### src/rtl/traffic_light_monitor.sv
// traffic_light_monitor: checks two-direction lamp sequencing and latches the first fault.
// Define TRAFFIC_MONITOR_YELLOW_MAX_EN to enable the maximum-yellow (code 5) check.
module traffic_light_monitor #(
   parameter int YELLOW_MIN = 5_000_000,
   parameter int YELLOW_MAX = 6_000_000,
   parameter int CNT_W      = 23
) (
   input  logic        clk,
   input  logic        rst,
   input  logic [2:0]  La,
   input  logic [2:0]  Lb,
   input  logic        clr_fault,
   output logic        fault,
   output logic [2:0]  fault_code,
   output logic [15:0] cycle_count
);
   typedef enum logic [1:0] {S_UNK, S_RED, S_GRN, S_YEL} state_e;
   localparam logic [CNT_W-1:0] YMIN = CNT_W'(YELLOW_MIN);
`ifdef TRAFFIC_MONITOR_YELLOW_MAX_EN
   localparam logic [CNT_W-1:0] YMAX = CNT_W'(YELLOW_MAX);
`endif
   if (YELLOW_MAX <= YELLOW_MIN) begin : g_bad_cfg
      $error("traffic_light_monitor: YELLOW_MAX must exceed YELLOW_MIN");
   end
   logic [2:0]       smp_q [2];
   logic             v_q;
   state_e           st_q [2];
   state_e           st_d [2];
   logic [CNT_W-1:0] tmr_q [2];
   logic [CNT_W-1:0] tmr_d [2];
   logic [1:0]       ill, bad_tr, short_y, long_y;
   logic             conflict;
   logic [2:0]       new_code;
   logic             fault_q, fault_d;
   logic [2:0]       code_q, code_d;
   logic [15:0]      cnt_q, cnt_d;
   function automatic state_e dec(input logic [2:0] s);
      return s == 3'b100 ? S_GRN : s == 3'b010 ? S_YEL : s == 3'b001 ? S_RED : S_UNK;
   endfunction
   // v_q marks that the sample register holds a real input rather than its reset value
   always_comb begin
      ill      = '0;
      bad_tr   = '0;
      short_y  = '0;
      long_y   = '0;
      for (int i = 0; i < 2; i++) begin
         st_d[i]    = dec(smp_q[i]);
         ill[i]     = v_q && st_d[i] == S_UNK;
         bad_tr[i]  = (st_q[i] == S_GRN && st_d[i] == S_RED) ||
                      (st_q[i] == S_YEL && st_d[i] == S_GRN) ||
                      (st_q[i] == S_RED && st_d[i] == S_YEL);
         short_y[i] = st_q[i] == S_YEL && st_d[i] == S_RED && tmr_q[i] < YMIN;
         tmr_d[i]   = st_d[i] != S_YEL ? tmr_q[i] :
                      st_q[i] != S_YEL ? '0 :
                      &tmr_q[i]        ? tmr_q[i] : tmr_q[i] + 1'b1;
`ifdef TRAFFIC_MONITOR_YELLOW_MAX_EN
         long_y[i]  = st_q[i] == S_YEL && st_d[i] == S_YEL && tmr_q[i] != YMAX && tmr_d[i] == YMAX;
`else
         long_y[i]  = 1'b0;
`endif
      end
      conflict = v_q && smp_q[0] != 3'b001 && smp_q[1] != 3'b001;
      new_code = |ill     ? 3'd1 :
                 conflict ? 3'd2 :
                 |bad_tr  ? 3'd3 :
                 |short_y ? 3'd4 :
                 |long_y  ? 3'd5 : 3'd0;
      fault_d  = clr_fault ? |new_code : fault_q | (|new_code);
      code_d   = (clr_fault || !fault_q) ? new_code : code_q;
      cnt_d    = (st_q[0] == S_YEL && st_d[0] == S_RED && !short_y[0] && cnt_q != 16'hFFFF) ?
                 cnt_q + 16'd1 : cnt_q;
   end
   always_ff @(posedge clk) begin
      if (rst) begin
         v_q     <= 1'b0;
         fault_q <= 1'b0;
         code_q  <= '0;
         cnt_q   <= '0;
         for (int i = 0; i < 2; i++) begin
            smp_q[i] <= '0;
            st_q[i]  <= S_UNK;
            tmr_q[i] <= '0;
         end
      end else begin
         v_q      <= 1'b1;
         smp_q[0] <= La;
         smp_q[1] <= Lb;
         fault_q  <= fault_d;
         code_q   <= code_d;
         cnt_q    <= cnt_d;
         for (int i = 0; i < 2; i++) begin
            st_q[i]  <= st_d[i];
            tmr_q[i] <= tmr_d[i];
         end
      end
   end
   assign fault       = fault_q;
   assign fault_code  = code_q;
   assign cycle_count = cnt_q;
endmodule

### config.mk
export PLATFORM = sky130hd
export DESIGN_NAME = traffic_light_monitor
export DESIGN_NICKNAME = d
export VERILOG_FILES = /design/src/rtl/traffic_light_monitor.sv
export SDC_FILE = /design/constraint.sdc
export NUM_CORES = 1
export LEC_CHECK = 0
export CORE_ASPECT_RATIO = 1.1
export CORE_MARGIN = 2
export CORE_UTILIZATION = 29
export CTS_CLUSTER_SIZE = 8
export DETAILED_ROUTE_END_ITERATION = 12
export PLACE_DENSITY_LB_ADDON = 0.1
export SLEW_MARGIN = 20
export SYNTH_ARGS = -nofsm -noshare
export SYNTH_HDL_FRONTEND = slang
export SYNTH_SLANG_ARGS = --single-unit
### constraint.sdc
create_clock -name clk -period 5.8 [get_ports clk]
set_input_delay 1.16 -clock clk [delete_from_list [all_inputs] [get_ports clk]]
set_output_delay 1.16 -clock clk [all_outputs]
set_load 0.05 [all_outputs]
==> impl_results.md, run 1 <==
* Outcome: finished, final reports clean
* Post-CTS setup buffers at 0
* Synthesized area divided by synthesized cell count at 8.29 µm²
* Placeable Area at 13300 µm²
* CTS tree: done
* XOR/XNOR share of the synthesized area at 4.00%
* Number of max-capacitance violations reported at 0
* DIE HEIGHT at 126 µm
* Top cell type by total area after synthesis: dfxtp_1
* Maximum number of pins on one net before global-route repair at 35
* Pre-CTS setup slack at 2.54 ns
* Data required time of the worst path at 6.09 ns
* Final count of pins violating max slew at 0
* End of the worst register-to-register path: tmr_q[0][18]$_SDFFE_PP0P_
* Via count of the first global-routing pass at 3393
* Gate Count Post-Synth at 476
* Share of the cycle needed by the critical path after routing at 49.3%
* Overflow left after global routing at 0
* Width of the die at 115 µm
* Number of placed instances, taps included at 663
* Number of buffers inserted during clock tree synthesis at 9
* Post-synthesis sequential element count at 77
* Tot Pwr at 1.15 mW
* Synth warnings at 0
* Area fraction in and, or, nand and nor cells after synthesis at 30.7%
* Average vias per placed instance at 5.33
* Die Footprint at 14600 µm²
* Global-route total usage across every layer at 14.2%
* Max Clock Skew at 0.0112 ns
* Number of cells in the finished layout apart from fillers at 679
* Area fraction in compound gates after synthesis at 20.5%
* Upper clock frequency limit at 0.350 GHz
* Tmin final at 2.86 ns
* Library cell with the highest instance count after synthesis: dfxtp_1
* Worst-skew pair later-pin latency at 0.35 ns
* Worst min-delay path class: reg2reg
* Setup TNS Final at 0 ns
* Length in cells of the worst reg-to-reg path at 5
* Register-to-register path setup slack at 3.02 ns
* Critical path class: in2reg
* Post-route ant nets at 0
* Post-Syn Nets at 488
* Std-Cell Rows at 44
* Ys async rst share at 0%
* Combined area of all synthesized cells at 3950 µm²
* Post-synth cell types at 54
* Minimum setup slack in the final design at 2.94 ns
* Ratio of cells with drive above 1 in the final layout at 6.46%
* Detailed router's first-iteration violation count at 185
* Number of antenna violations at the first check in global routing at 0
* First-pass GRT wire length at 16600 µm
* Arrival @ worst endpoint at 3.15 ns
* Transition time at the pin with the least slew margin at 1.02 ns
* Clock slew at the register clock pins of the worst setup and hold paths at 0.06 ns
* Initial cell density of the core at 29.7%
* Final Hold Violating Endpoints at 0
* HPWL after detailed placement at 6620 µm
* Cell at the root of the clock tree: clkbuf_16
* Number of H-tree branching levels at 3
* Worst-path maximum fanout at 34
* Number of clock sinks at 77
* Hold path start: fault_code[2]$_SDFFE_PP0P_
* Startpoint of the worst-slack reg-to-reg timing path: smp_q[0][1]$_SDFF_PP0_
* Kind of capture point of the worst setup path: flip-flop
* Initial DRT Pass Iterations at 4
* Fraction of synthesized cell area taken by the top area cell type at 39.1%
* Leading register cell type out of synthesis: dfxtp_1
* Synth area leaders: dfxtp_1 39%, a21oi_1 5.5%, o31ai_1 4.4%
* Number of nets in the final layout at 502
* Residual DRC count at 0
* Dominant combinational cell family by area after synthesis: simple AND/OR/NAND/NOR gates
* Post_cts resized at 0
* Fill cell total of the finished layout at 1404
* Diodes inserted at 0
* Total vias in the final route at 3618
* Area delta synth->final at 18.0%
* Adder-Cell Fraction of Synth Area at 0.951%
* Routed WL at 9840 µm
* Tightest slew margin relative to the limit at 31.0%
* Cts-stage hold buffer count at 0
* Setup repair after global routing missed its margin: no
* Number of enable-type register cells in the synthesized netlist at 0
* Post-placement cell area at 4370 µm²
* Number of stages on the worst hold path at 2
* Worst supply voltage drop on vdd at 0.112 mV
* Sequential element share of the synthesized area at 39.1%
* Ports placed on the boundary at 29
* Port buffer count at 28
* Global placement routability congestion at 0.747
* Hold Crit Endpoint: fault_code[2]$_SDFFE_PP0P_
* Detail-routed net length per standard cell at 14.5 µm
* Clock tree buffer depth at 2
* Nature of the critical path startpoint: input port
* Mux share of post-synthesis cell area at 0.571%
* Total non-filler cell area in the finished layout at 4650 µm²
* Cell types with the highest counts after synthesis: 77 x dfxtp_1, 43 x a21oi_1, 35 x nand2_1
* Power density relative to cell area at 246 nW/µm²
* Setup violations, final at 0
* Total leakage power at 1.39 nW
* Launch point of the worst path: rst
[how the worst max path moves through the flow]
stage                                  end  cells past startpoint
4_1_cts          tmr_q[0][40]$_SDFFE_PP0P_                      6
3_3_place_gp     tmr_q[0][40]$_SDFFE_PP0P_                      6
3_5_place_dp     tmr_q[0][40]$_SDFFE_PP0P_                      6
5_1_grt          tmr_q[0][40]$_SDFFE_PP0P_                      6
6_report         tmr_q[0][40]$_SDFFE_PP0P_                      6
2_1_floorplan  cycle_count[1]$_SDFFE_PP0P_                      7
[layout by cell type (no fill, tap or decap), types with 3 or more instances in the layout]
cell type | synthesis | routed
or4_1 | 23 | 23
nor3_1 | 15 | 14
a21oi_1 | 43 | 43
nand4_1 | 17 | 17
o21ai_0 | 16 | 16
o31ai_1 | 23 | 23
and2_1 | 4 | 4
buf_4 | 1 | 6
and4_1 | 6 | 6
nand4b_1 | 3 | 3
o41ai_1 | 5 | 5
clkinv_4 | 0 | 3
o211ai_1 | 3 | 3
clkdlybuf4s50_1 | 0 | 28
nor2_1 | 30 | 30
nor4bb_1 | 5 | 5
ha_1 | 3 | 3
a211oi_1 | 3 | 3
nand3_1 | 23 | 23
nand2_1 | 35 | 35
inv_1 | 9 | 9
xnor2_1 | 16 | 16
a31oi_1 | 5 | 5
nor2b_1 | 10 | 10
o21bai_1 | 4 | 4
clkbuf_16 | 0 | 9
or3_1 | 14 | 14
and3_1 | 9 | 9
dfxtp_1 | 77 | 77
nor4_1 | 7 | 7
o21a_1 | 4 | 4
[flip-flops by register name, indices dropped and copies added, names as in the netlist]
signal,count
cycle_count,16
fault,1
fault_code,3
smp_q,6
st_q,4
tmr_q,46
v_q,1
[where the power goes]
| group | total (mW) | internal (mW) | switching [mW] |
|---|---|---|---|
| logic | 0.0575 | 0.0228 | 0.0347 |
| clock network | 0.542 | 0.295 | 0.247 |
| registers | 0.546 | 0.536 | 0.0101 |
| total | 1.15 | 0.854 | 0.292 |
[routing by layer]
layer / share of wire, % / track usage (%)
met1: 49 / 18.7
met2: 46 / 22.4
met3: 4.0 / 3.01
met4: 1.6 / 5.95
met5: 0 / 0
[per-stage QoR]
| stage | util [%] | hold slack (ns) |
|---|---|---|
| after floorplan | - | 0.444 |
| after global placement | 32.9 | 0.469 |
| after detailed placement | 32.9 | 0.454 |
| after CTS | 35.1 | 0.473 |
| after global routing | 35.1 | 0.510 |
| final | 35.1 | 0.468 |
[critical path, cell delays in order]
cell             delay, ns
clkdlybuf4s50_1       0.40
buf_4                 0.24
inv_1                 0.15
nand2_1               0.45
or4_1                 0.65
nand2_1               0.07
[final cells by class]
class / count / area, µm² / share of cell area [%]
flip-flops and latches: 77 / 1540 / 33.1
clock inverters: 7 / 58.8 / 1.26
well taps: 184 / 230 / 4.95
repair buffers: 34 / 325 / 6.99
multi-input cells: 359 / 2240 / 48.1
clock buffers: 9 / 225 / 4.84
inverters: 9 / 33.8 / 0.726
[cells by family after synthesis]
group / Yosys count
flops: 77
simple gates: 212
compound gates: 124
xor+xnor: 18
buf+inv: 40
fa+ha+maj: 3
mux: 2
Note: power is estimated with default switching activity, not from simulation.
==> run 2, diff against run 1 <==
- clock period: 5.8 -> 2.8 ns (I/O delays scaled with it)
==> impl_results.md, run 2 (synthesized netlist as in run 1, its figures left out) <==
* Portion of total power attributed to sequential cells at 46.2%
* Max FFs per register at 46
* Ratio of cells with drive above 1 in the final layout at 8.32%
* Crit-path leading delay family: simple AND/OR/NAND/NOR gates
* Post_cts resized at 0
* Ports placed on the boundary at 29
* First-pass GRT wire length at 16600 µm
* GR peak layer: met2
* Share of the cycle needed by the critical path after routing at 84.5%
* Cell at the root of the clock tree: clkbuf_16
* Power density relative to cell area at 515 nW/µm²
* Kind of capture point of the worst setup path: flip-flop
* Tightest slew margin relative to the limit at 57.5%
* Worst min-delay path class: reg2reg
* Most frequent cells in the layout: 77 x dfxtp_1, 43 x a21oi_1, 35 x nand2_1, 30 x nor2_1, 28 x clkdlybuf4s50_1
* Worst Path Buf+Inv at 0
* Data required time of the worst path at 3.07 ns
* Critical path class: reg2reg
* Setup violations, final at 0
* Global placement routability congestion at 0.793
* Via count of the first global-routing pass at 3450
* Nature of the critical path startpoint: flip-flop
* Detailed router's first-iteration violation count at 192
* Max Clock Skew at 0.00629 ns
* Switching power share of the total at 23.3%
* Diodes inserted at 0
* HPWL after detailed placement at 6790 µm
* Clock share of power at 48.5%
* Width of the die at 115 µm
* Total leakage power at 1.45 nW
* Worst-skew pair later-pin latency at 0.34 ns
* P_int at 1.88 mW
* Total vias in the final route at 3642
* Arrival @ worst endpoint at 2.64 ns
* Crit path cell chain: or3b_1, or4_4, a311o_1, or3_1, a21oi_1
* Setup TNS Final at 0 ns
* Clock slew at the register clock pins of the worst setup and hold paths at 0.06 ns
* Number of clock sinks at 77
* Maximum cell stage delay along the critical path at 0.55 ns
* GRT met2 Usage at 22.7%
* Transition time at the pin with the least slew margin at 0.637 ns
* CTS tree: done
* Overflow left after global routing at 0
* Upper clock frequency limit at 0.423 GHz
* Number of buffers inserted during clock tree synthesis at 9
* Tmin final at 2.36 ns
* Number of nets in the final layout at 512
* Area delta synth->final at 20.3%
* Average vias per placed instance at 5.29
* Final count of pins violating max slew at 0
* Post-route ant nets at 0
* Post-CTS setup buffers at 0
* Final core utilization at 35.8%
* Final Hold Violating Endpoints at 0
* Number of H-tree branching levels at 3
* Cts-stage hold buffer count at 0
* Initial DRT Pass Iterations at 5
* Maximum number of pins on one net before global-route repair at 34
* Clock tree buffer depth at 2
* Setup repair after global routing missed its margin: no
* Global-route total usage across every layer at 14.2%
* Port buffer count at 28
* Number of antenna violations at the first check in global routing at 0
* Library cell contributing the largest single delay on the critical path: or4_4
* Initial cell density of the core at 29.7%
* Routed WL at 9750 µm
* Die Footprint at 14600 µm²
* Worst-path maximum fanout at 9
* Detail-routed net length per standard cell at 14.2 µm
* Std-Cell Rows at 44
* Outcome: finished, final reports clean
* Global-route met1 utilization at 18.1%
* Placeable Area at 13300 µm²
* Number of max-capacitance violations reported at 0
* Net switching power at 571 µW
* Worst supply voltage drop on vdd at 0.259 mV
* Most frequent standard cell in the layout excluding fill and tap cells: dfxtp_1
* Part of the total power dissipated in combinational logic at 5.3%
* Biggest register: tmr_q
* GR Util met3 at 2.91%
* DIE HEIGHT at 126 µm
* Residual DRC count at 0
==> run 2: changes by cell type in the layout (fill, tap and decap cells not counted), sizes merged <==
cell,change
clkinvlp,+1
clkinv,-1
clkbuf,+1
bufinv,+1
buf,+10
inv,-2
==> run 2: stage by stage <==
step / worst slack, ns / instance area, µm² / cells / power [mW] / hold slack, ns
5_1_grt: 0.273 / 4750 / 689 / 2.55 / 0.482
2_1_floorplan: 0.272 / 3950 / 476 / 1.24 / 0.444
6_report: 0.435 / 4750 / 689 / 2.45 / 0.455
4_1_cts: 0.439 / 4750 / 689 / 2.49 / 0.460
3_3_place_gp: 0.493 / 4450 / 673 / 1.29 / 0.444
3_5_place_dp: 0.437 / 4450 / 673 / 1.29 / 0.451
==> run 2: layout make-up <==
type	count	area, µm²
fill	1386	8520
timing repair buffer	44	400
multi-input combinational	359	2240
tap	184	230
inverter	9	33.8
clock buffer	10	239
sequential	77	1540
clock inverter	6	62.6
==> run 2: power by group through the flow <==
stage                     Sequential (mW)  Combinational [mW]  Clock (mW)
final                                1.13               0.129        1.19
after global routing                 1.13               0.141        1.27
after CTS                            1.13               0.132        1.23
after detailed placement             1.16               0.131           0
after global placement               1.15               0.131           0
after floorplan                      1.16              0.0800           0
==> run 2: final timing paths <==
kind         slack (ns)                       start                    endpoint  depth (start not counted)
max                0.44      smp_q[0][1]$_SDFF_PP0_   tmr_q[0][20]$_SDFFE_PP0P_                          5
min reg2reg        0.46  fault_code[1]$_SDFFE_PP0P_  fault_code[1]$_SDFFE_PP0P_                          2
min                0.46  fault_code[1]$_SDFFE_PP0P_  fault_code[1]$_SDFFE_PP0P_                          2
max reg2reg        0.44      smp_q[0][1]$_SDFF_PP0_   tmr_q[0][20]$_SDFFE_PP0P_                          5
==> run 2: worst min-delay path: stages, from the launching register on <==
cell and delay (ns):
dfxtp_1 0.31, nand2_1 0.05, a21oi_1 0.05
==> run 2: per-layer routing <==
layer,vias up,routed length (µm)
li1,1864,-
met1,1711,4770
met2,53,4500
met3,14,282
met4,0,197
met5,-,0
